## config.mk

```make
export PLATFORM = sky130hd
export DESIGN_NAME = harness_serial_host_flat
export DESIGN_NICKNAME = d
export VERILOG_FILES = /design/src/rtl/harness_serial_host_if.sv /design/src/rtl/harness_serial_host.sv /design/src/flat_wrapper.sv
export SDC_FILE = /design/constraint.sdc
export NUM_CORES = 2
export LEC_CHECK = 0
export ABC_AREA = 1
export CAP_MARGIN = 20
export CELL_PAD_IN_SITES_DETAIL_PLACEMENT = 1
export CELL_PAD_IN_SITES_GLOBAL_PLACEMENT = 2
export CORE_AREA = 5 5 664 666
export DETAILED_ROUTE_END_ITERATION = 16
export DIE_AREA = 0 0 669 671
export GPL_TIMING_DRIVEN = 0
export PLACE_DENSITY_LB_ADDON = 0.1
export SETUP_SLACK_MARGIN = 0.1
export SYNTH_ARGS = -nofsm -noshare
export SYNTH_HDL_FRONTEND = slang
export SYNTH_SLANG_ARGS = --single-unit
export TNS_END_PERCENT = 30
```

## constraint.sdc

```tcl
create_clock -name clk -period 2.1 [get_ports clk]
set_input_delay 0.42 -clock clk [delete_from_list [all_inputs] [get_ports clk]]
set_output_delay 0.42 -clock clk [all_outputs]
set_load 0.02 [all_outputs]
```

## src/rtl/harness_serial_host_if.sv

```systemverilog
// Signal bundle between the serial host and whoever drives it:
// the parallel command/response handshake plus the two serial wires
// that run to the wrapper's test_i / test_o pins.
interface harness_serial_host_if #(
    parameter int TX_WIDTH = 574,
    parameter int RX_WIDTH = 1143
);

    logic                start;
    logic [TX_WIDTH-1:0] tx_word;
    logic                busy;
    logic                done;
    logic [RX_WIDTH-1:0] rx_word;
    logic                ser_o;
    logic                ser_i;

    // The host block itself: takes commands, produces responses, owns ser_o
    modport slave (
        input  start,
        input  tx_word,
        input  ser_i,
        output busy,
        output done,
        output rx_word,
        output ser_o
    );

    // The requester side (self-test top, bench, loopback fixture)
    modport master (
        output start,
        output tx_word,
        output ser_i,
        input  busy,
        input  done,
        input  rx_word,
        input  ser_o
    );

endinterface

```

## src/rtl/harness_serial_host.sv

```systemverilog
// Host side of the harness serial link.
// A command word is shifted out MSB first on ser_o, the link then idles
// for WAIT_CYCLES cycles, and RX_WIDTH response bits are shifted in from
// ser_i (first bit lands in the MSB). The finished response is presented
// on rx_word together with a one-cycle done pulse. All outputs are
// registered; reset is synchronous and active-high.
module harness_serial_host #(
    parameter int TX_WIDTH    = 574,
    parameter int RX_WIDTH    = 1143,
    parameter int WAIT_CYCLES = 16
) (
    input  logic                  clk,
    input  logic                  rst,
    harness_serial_host_if.slave  bus
);

    // Counter must hold the largest "remaining cycles" value of any phase
    localparam int MAX_TR  = (TX_WIDTH > RX_WIDTH) ? TX_WIDTH : RX_WIDTH;
    localparam int MAX_TRW = (MAX_TR > WAIT_CYCLES) ? MAX_TR : WAIT_CYCLES;
    localparam int MAX_ALL = (MAX_TRW > 2) ? MAX_TRW : 2;
    localparam int CNT_W   = $clog2(MAX_ALL);

    // Per-phase counter load values: the phase ends when the counter reaches 0
    localparam int TX_LOAD   = TX_WIDTH - 1;
    localparam int RX_LOAD   = RX_WIDTH - 1;
    localparam int WAIT_LOAD = (WAIT_CYCLES > 0) ? WAIT_CYCLES - 1 : 0;

    localparam logic [CNT_W-1:0] TX_LAST   = TX_LOAD[CNT_W-1:0];
    localparam logic [CNT_W-1:0] RX_LAST   = RX_LOAD[CNT_W-1:0];
    localparam logic [CNT_W-1:0] WAIT_LAST = WAIT_LOAD[CNT_W-1:0];

    typedef enum logic [1:0] {
        IDLE,
        TX,
        WAIT,
        RX
    } state_t;

    state_t              state;
    logic [CNT_W-1:0]    cnt;
    logic [TX_WIDTH-1:0] tx_sh;
    logic [RX_WIDTH-1:0] rx_sh;
    logic [RX_WIDTH-1:0] rx_next;
    logic [RX_WIDTH-1:0] rx_word_reg;
    logic                busy_reg;
    logic                done_reg;
    logic                ser_o_reg;

    // Response shift value including the bit present on ser_i this cycle
    always_comb begin
        rx_next = (rx_sh << 1) | {{(RX_WIDTH-1){1'b0}}, bus.ser_i};
    end

    // Transaction sequencer: command shift-out, idle gap, response shift-in
    always_ff @(posedge clk) begin
        if (rst) begin
            state       <= IDLE;
            cnt         <= '0;
            tx_sh       <= '0;
            rx_sh       <= '0;
            rx_word_reg <= '0;
            busy_reg    <= 1'b0;
            done_reg    <= 1'b0;
            ser_o_reg   <= 1'b0;
        end else begin
            done_reg <= 1'b0;
            case (state)
                IDLE: begin
                    ser_o_reg <= 1'b0;
                    if (bus.start) begin
                        tx_sh    <= bus.tx_word;
                        cnt      <= TX_LAST;
                        busy_reg <= 1'b1;
                        state    <= TX;
                    end
                end
                TX: begin
                    ser_o_reg <= tx_sh[TX_WIDTH-1];
                    tx_sh     <= tx_sh << 1;
                    if (cnt == '0) begin
                        if (WAIT_CYCLES > 0) begin
                            cnt   <= WAIT_LAST;
                            state <= WAIT;
                        end else begin
                            cnt   <= RX_LAST;
                            state <= RX;
                        end
                    end else begin
                        cnt <= cnt - 1'b1;
                    end
                end
                WAIT: begin
                    ser_o_reg <= 1'b0;
                    if (cnt == '0) begin
                        cnt   <= RX_LAST;
                        state <= RX;
                    end else begin
                        cnt <= cnt - 1'b1;
                    end
                end
                RX: begin
                    ser_o_reg <= 1'b0;
                    rx_sh     <= rx_next;
                    if (cnt == '0) begin
                        rx_word_reg <= rx_next;
                        done_reg    <= 1'b1;
                        busy_reg    <= 1'b0;
                        state       <= IDLE;
                    end else begin
                        cnt <= cnt - 1'b1;
                    end
                end
                default: begin
                    ser_o_reg <= 1'b0;
                    busy_reg  <= 1'b0;
                    cnt       <= '0;
                    state     <= IDLE;
                end
            endcase
        end
    end

    assign bus.busy    = busy_reg;
    assign bus.done    = done_reg;
    assign bus.rx_word = rx_word_reg;
    assign bus.ser_o   = ser_o_reg;

endmodule
```

## src/flat_wrapper.sv

```systemverilog
// flat-port wrapper written by rule: the top's interface ports become plain ports
module harness_serial_host_flat 
#(
    parameter int TX_WIDTH    = 574,
    parameter int RX_WIDTH    = 1143,
    parameter int WAIT_CYCLES = 16
)
  (clk, rst, bus_start, bus_tx_word, bus_ser_i, bus_busy, bus_done, bus_rx_word, bus_ser_o);
  harness_serial_host_if #(.TX_WIDTH(TX_WIDTH), .RX_WIDTH(RX_WIDTH)) bus_i ();
  input  logic clk;
  input  logic rst;
  input wire logic [$bits(bus_i.start)-1:0] bus_start;
  input wire logic [$bits(bus_i.tx_word)-1:0] bus_tx_word;
  input wire logic [$bits(bus_i.ser_i)-1:0] bus_ser_i;
  output wire logic [$bits(bus_i.busy)-1:0] bus_busy;
  output wire logic [$bits(bus_i.done)-1:0] bus_done;
  output wire logic [$bits(bus_i.rx_word)-1:0] bus_rx_word;
  output wire logic [$bits(bus_i.ser_o)-1:0] bus_ser_o;
  assign bus_i.start = bus_start;
  assign bus_i.tx_word = bus_tx_word;
  assign bus_i.ser_i = bus_ser_i;
  assign bus_busy = bus_i.busy;
  assign bus_done = bus_i.done;
  assign bus_rx_word = bus_i.rx_word;
  assign bus_ser_o = bus_i.ser_o;
  harness_serial_host #(.TX_WIDTH(TX_WIDTH), .RX_WIDTH(RX_WIDTH), .WAIT_CYCLES(WAIT_CYCLES)) u_core (.clk(clk), .rst(rst), .bus(bus_i));
endmodule
```

# After elaboration in Yosys (flattened, before gate mapping)
# Index checks and enable logic that the tools add are counted.
# classes
add_sub_neg	1
n_eq_ne	8
mux	17
bitwise_logic	2
reduce_logical	11
# op_table
operator	n
$pmux W574 S2	1
$or A1143 B1 Y1143	1
$mux W574	1
$mux W11	4
$pmux W11 S4	1
$logic_not A11 Y1	1
$sub A11 B1 Y11 const B	1
$mux W2	4
$pmux W2 S4	1
$ne A2 B1 Y1 const B	3
$reduce_and A2 Y1	3
$eq A2 B2 Y1 const B	2
$ne A2 B2 Y1 const B	2
$pmux W1 S2	2
$reduce_and A4 Y1	1
$reduce_bool A2 Y1	2
$mux W1	3
$reduce_and A3 Y1	1
$reduce_or A3 Y1	1
$eq A2 B1 Y1 const B	1
$logic_not A2 Y1	1
$reduce_or A2 Y1	1
$not A1 Y1	1
# totals
reg_bits	2875
input_bits	578
elab_cells	47

# Logic depth before layout (Yosys ltp)
# logic_depth
depth_word	3
depth_mapped	11
depth_no_buf	10

# Worst setup path after synthesis
# Ideal clock, no wire load.
# synth_timing
path_kind	reg2reg
startpoint	register u_core.cnt[0]
endpoint	register u_core.rx_word_reg[813], in the netlist u_core.bus.rx_word[813]
setup_time_ns	0.059
arrival_ns	1.736
required_time_ns	2.041
setup_slack_ns	0.305
path_stages_with_launch	12
n_path_buf	3
cell_sequence	dfxtp_1 -> inv_1 -> ha_1 -> nand2_1 -> nor2_1 -> nand3_4 -> nor2_2 -> buf_4 -> buf_2 -> buf_2 -> nand2_1 -> nand2_1
# synth_between
elab_chain_len	2
# synth_lines
item	line	rtl
start, declared	harness_serial_host.sv:40	logic [CNT_W-1:0] cnt;
start signal, assigned	harness_serial_host.sv:89	cnt <= cnt - 1'b1;
start signal, assigned	harness_serial_host.sv:98	cnt <= cnt - 1'b1;
start signal, assigned	harness_serial_host.sv:110	cnt <= cnt - 1'b1;
$logic_not A11 Y1	harness_serial_host.sv:104	if (cnt == '0) begin
$reduce_and A2 Y1 (no source line)	-	
end signal, assigned	harness_serial_host.sv:105	rx_word_reg <= rx_next;
end, declared	harness_serial_host.sv:44	logic [RX_WIDTH-1:0] rx_word_reg;
# Every way passes these cells.
# A chain may end at the register's enable or synchronous reset.

# Worst setup path in the final report
# layout_timing
startpoint	register u_core.state[0]
endpoint	register u_core.rx_word_reg[867], in the netlist u_core.bus.rx_word[867]
# layout_between
elab_chain_len	2
# layout_lines
item	line	rtl
start, declared	harness_serial_host.sv:39	state_t state;
start signal, assigned	harness_serial_host.sv:57	state <= IDLE;
start signal, assigned	harness_serial_host.sv:74	state <= TX;
start signal, assigned	harness_serial_host.sv:83	state <= WAIT;
$eq A2 B2 Y1	harness_serial_host.sv:67	case (state)
$reduce_and A2 Y1 (no source line)	-	
# Every way passes these cells.

==> impl_metrics.ini <==
[critical_path]
crit_path_cell_trace = ha_4 > buf_12 > buf_16 > nand3_4 > buf_12 > buf_16 > buf_12 > clkbuf_16 > bufbuf_16 > nand3_1 > nand2_1
timing.setup.critical_path_class = reg -> reg
cp_max_stage_cell = dfxtp_4
crit_fanout = 8
cp_common_cell = buf_12
critical_path_buf_inv_count = 7
sort_of_element_at_the_end_of_the_critical_path = flop
worst_ep_required_time_ns = 2.90
crit_family = buffers and inverters
worst_path_max_stage_delay_ns = 0.38
crit_path_start_kind = flop
arrival_ns = 2.94

[logic_synthesis]
yosys-top-cells-count = nand2_1 (3,197), dfxtp_1 (2,875), nor2_1 (2,242)
synthesis.yosys.warnings = 0
synth_top_cells_by_area = dfxtp_1 (56%), nand2_1 (12%), o21ai_0 (8.9%), nor2_1 (8.2%), nand3_1 (5.2%)
yosysUniqueCellTypes = 28
synth_async_reset_ratio = 0
synthesis.instances = 13232
synth_area_per_cell_sq_um = 7.73
postSynth.topFlopCell = dfxtp_1
proportion_of_netlist_area_held_by_the_largest_area_contributor = 0.563
library_cell_occupying_the_most_area_in_the_post_synthesis_netlist = dfxtp_1
synth.ff_latch_count = 2875
ys_seq_area_frac = 0.563
mappedNetlistArea_sq_mm = 0.102
synth.net_count = 13816
synth_edf_count = 0
synth_most_common_cell = nand2_1

[run_status]
failing_checks = setup timing
outcome = finished, violations left

[grt]
grt_max_degree = 13
globalRoute.totalOverflow = 0
grt_first_pass_wirelength_um = 746000
grt_pass1_vias = 102444
grt_antenna_before_repair = 222
grtUsageTotal = 0.225

[pwr]
powerDensity_mw_per_mm2 = 1130
irDropWorstVdd_v = 0.000660
p_leak_nw = 65.4

[die]
floorplan.die_area_sq_mm = 0.449
floorplan.io_pins = 1724
die_h_um = 671
chipWidth_um = 669
core-area_sq_mm = 0.434
floorplan.initialDensity = 0.236
core.rowCount = 242

[finish]
finalCoreUtilization = 0.336
largest_reg_flops = 1143
area_added_between_synthesis_and_finish_pct = 42.2
fin_nets = 16244
post_route_cells_drive_above_1_share = 0.150
fin_area_sq_mm = 0.146
filler_cell_count = 51356

[sta]
timing.final.setup_violations = 8
fin_worst_skew_ns = 0.0567
period_minus_slack_ns = 2.14
worst-slew-pin-transition_ns = 0.914
report.final.hold_viol_count = 0
timing.slew.headroom = 0.391
layout_setup_ws_ns = -0.0371
rsz0062_at_grt = yes
max_freq_mhz = 468
drv_slew = 0
timing.final.crit_share = 1.02
timing.setup.tns_ns = -0.154

[detailed_routing]
totalWireLength_um = 528000
antenna_left = 0
drt-vias-per-instance = 4.56
drtIter0Drc = 5105
routed-via-count = 99307
drt_pass1_iterations = 5
drt_drc_violations_left = 0
wl_per_cell_um = 24.3

[cts]
clkSinkCount = 2875
clock_latency_ns = 0.95
cts_max_path_buffers = 4
tritoncts.num_buffers = 355
cts.htree.levels = 5
clock_pin_slew_on_the_worst_setup_and_hold_paths_ns = 0.06
clock_tree.root_cell = clkbuf_16
cts_tree = yes

[placement]
postPlaceCellArea_sq_mm = 0.127
gp_congestion = 0.839
port-buffer-count = 1723
place_hpwl_um = 404000
dp_worst_setup_slack_ns = -2.37

[flow_run]
number_of_max_cap_violations = 0

[hold_path]
hold_class = in -> reg
metrics by stage:
step	power [mW]	std cells	hold slack, ns
after floorplan	86.1	13232	0.418
after global placement	98.6	20689	0.433
after detailed placement	98.9	20703	0.440
after CTS	165	21639	0.0000174
after global routing	173	21719	0.0334
final	164	21759	0.0924
cell type report:
cell class / count / area [sq um] / area share
Antenna cell: 96 / 240 / 0.00165
Buffer: 1076 / 7010 / 0.0482
Clock buffer: 553 / 10800 / 0.0742
Clock inverter: 73 / 820 / 0.00563
Inverter: 168 / 657 / 0.00451
Multi-Input combinational cell: 9110 / 40000 / 0.275
Sequential cell: 2875 / 57800 / 0.397
Tap cell: 5734 / 7170 / 0.0493
Timing Repair Buffer: 2074 / 21000 / 0.144
cells in the final DEF, fill, tap and decap left out, types with 6 or more instances in the layout:
master           instances
nand2_1               3142
dfxtp_1               2687
nor2_1                2239
o21ai_0               1803
nand3_1               1053
clkdlybuf4s50_1        576
a31oi_1                570
clkdlybuf4s15_2        551
clkbuf_1               412
clkbuf_16              383
dlygate4sd3_1          258
dlygate4sd2_1          251
buf_2                  247
clkbuf_2               236
buf_4                  188
dfxtp_2                178
inv_1                  158
a21oi_1                148
clkbuf_8               115
clkbuf_4               102
clkdlybuf4s15_1        101
diode_2                 96
buf_1                   69
buf_8                   64
buf_6                   64
o21ai_1                 54
buf_12                  41
clkinv_2                41
nand2_2                 40
buf_16                  23
clkdlybuf4s18_2         16
nand2_4                 15
dfxtp_4                 10
bufinv_16                9
inv_6                    8
nor2_4                   6
bufbuf_16                6
worst min-delay path: stages:
cell,delay (ns)
clkdlybuf4s50_1,0.40
nand2_1,0.07
a31oi_1,0.08
routing by layer:
layer  track usage  up-vias  part of all wire
met5             0        -           0.00066
met4        0.0979       56             0.049
met3        0.0494      849             0.053
met2         0.400     2000              0.50
met1         0.258    47898              0.40
li1              -    48504                 -
power breakdown:
part           internal [mW]  switching (mW)  leakage, nW
clock network           36.4            25.6         5.73
registers               63.2            5.38         23.5
logic                   12.3            21.2         36.2
timing repair:
| action | 4_1_cts | 5_1_grt |
|---|---|---|
| pin swaps | 7 | 13 |
| hold buffers | 258 | 0 |
| hold endpoints to repair | 258 | 0 |
| buffers inserted | 36 | 7 |
| gates resized for setup | 4190 | 685 |
| setup endpoints to repair | 4020 | 3948 |
| cloned | 19 | 17 |
logic make-up after synthesis:
logic type | after synthesis | synth area share
fa+ha+maj | 6 | 0.000734
compound gates | 2595 | 0.134
xor+xnor | 4 | 0.000342
simple gates | 6505 | 0.252
buf+inv | 1247 | 0.0503
flops | 2875 | 0.563
worst paths after layout:
check / endpoint / startpoint / cells after the start / slack [ns]
max: u_core.bus.rx_word[867]$_SDFFE_PP0P_ / u_core.state[0]$_SDFFE_PP0P_ / 11 / -0.04
min: u_core.tx_sh[496]$_SDFFE_PP0P_ / bus_tx_word[496] / 3 / 0.09
max reg2reg: u_core.bus.rx_word[867]$_SDFFE_PP0P_ / u_core.state[0]$_SDFFE_PP0P_ / 11 / -0.04
min reg2reg: u_core.tx_sh[400]$_SDFFE_PP0P_ / u_core.tx_sh[399]$_SDFFE_PP0P_ / 2 / 0.44
(Power assumes the default switching activity.)
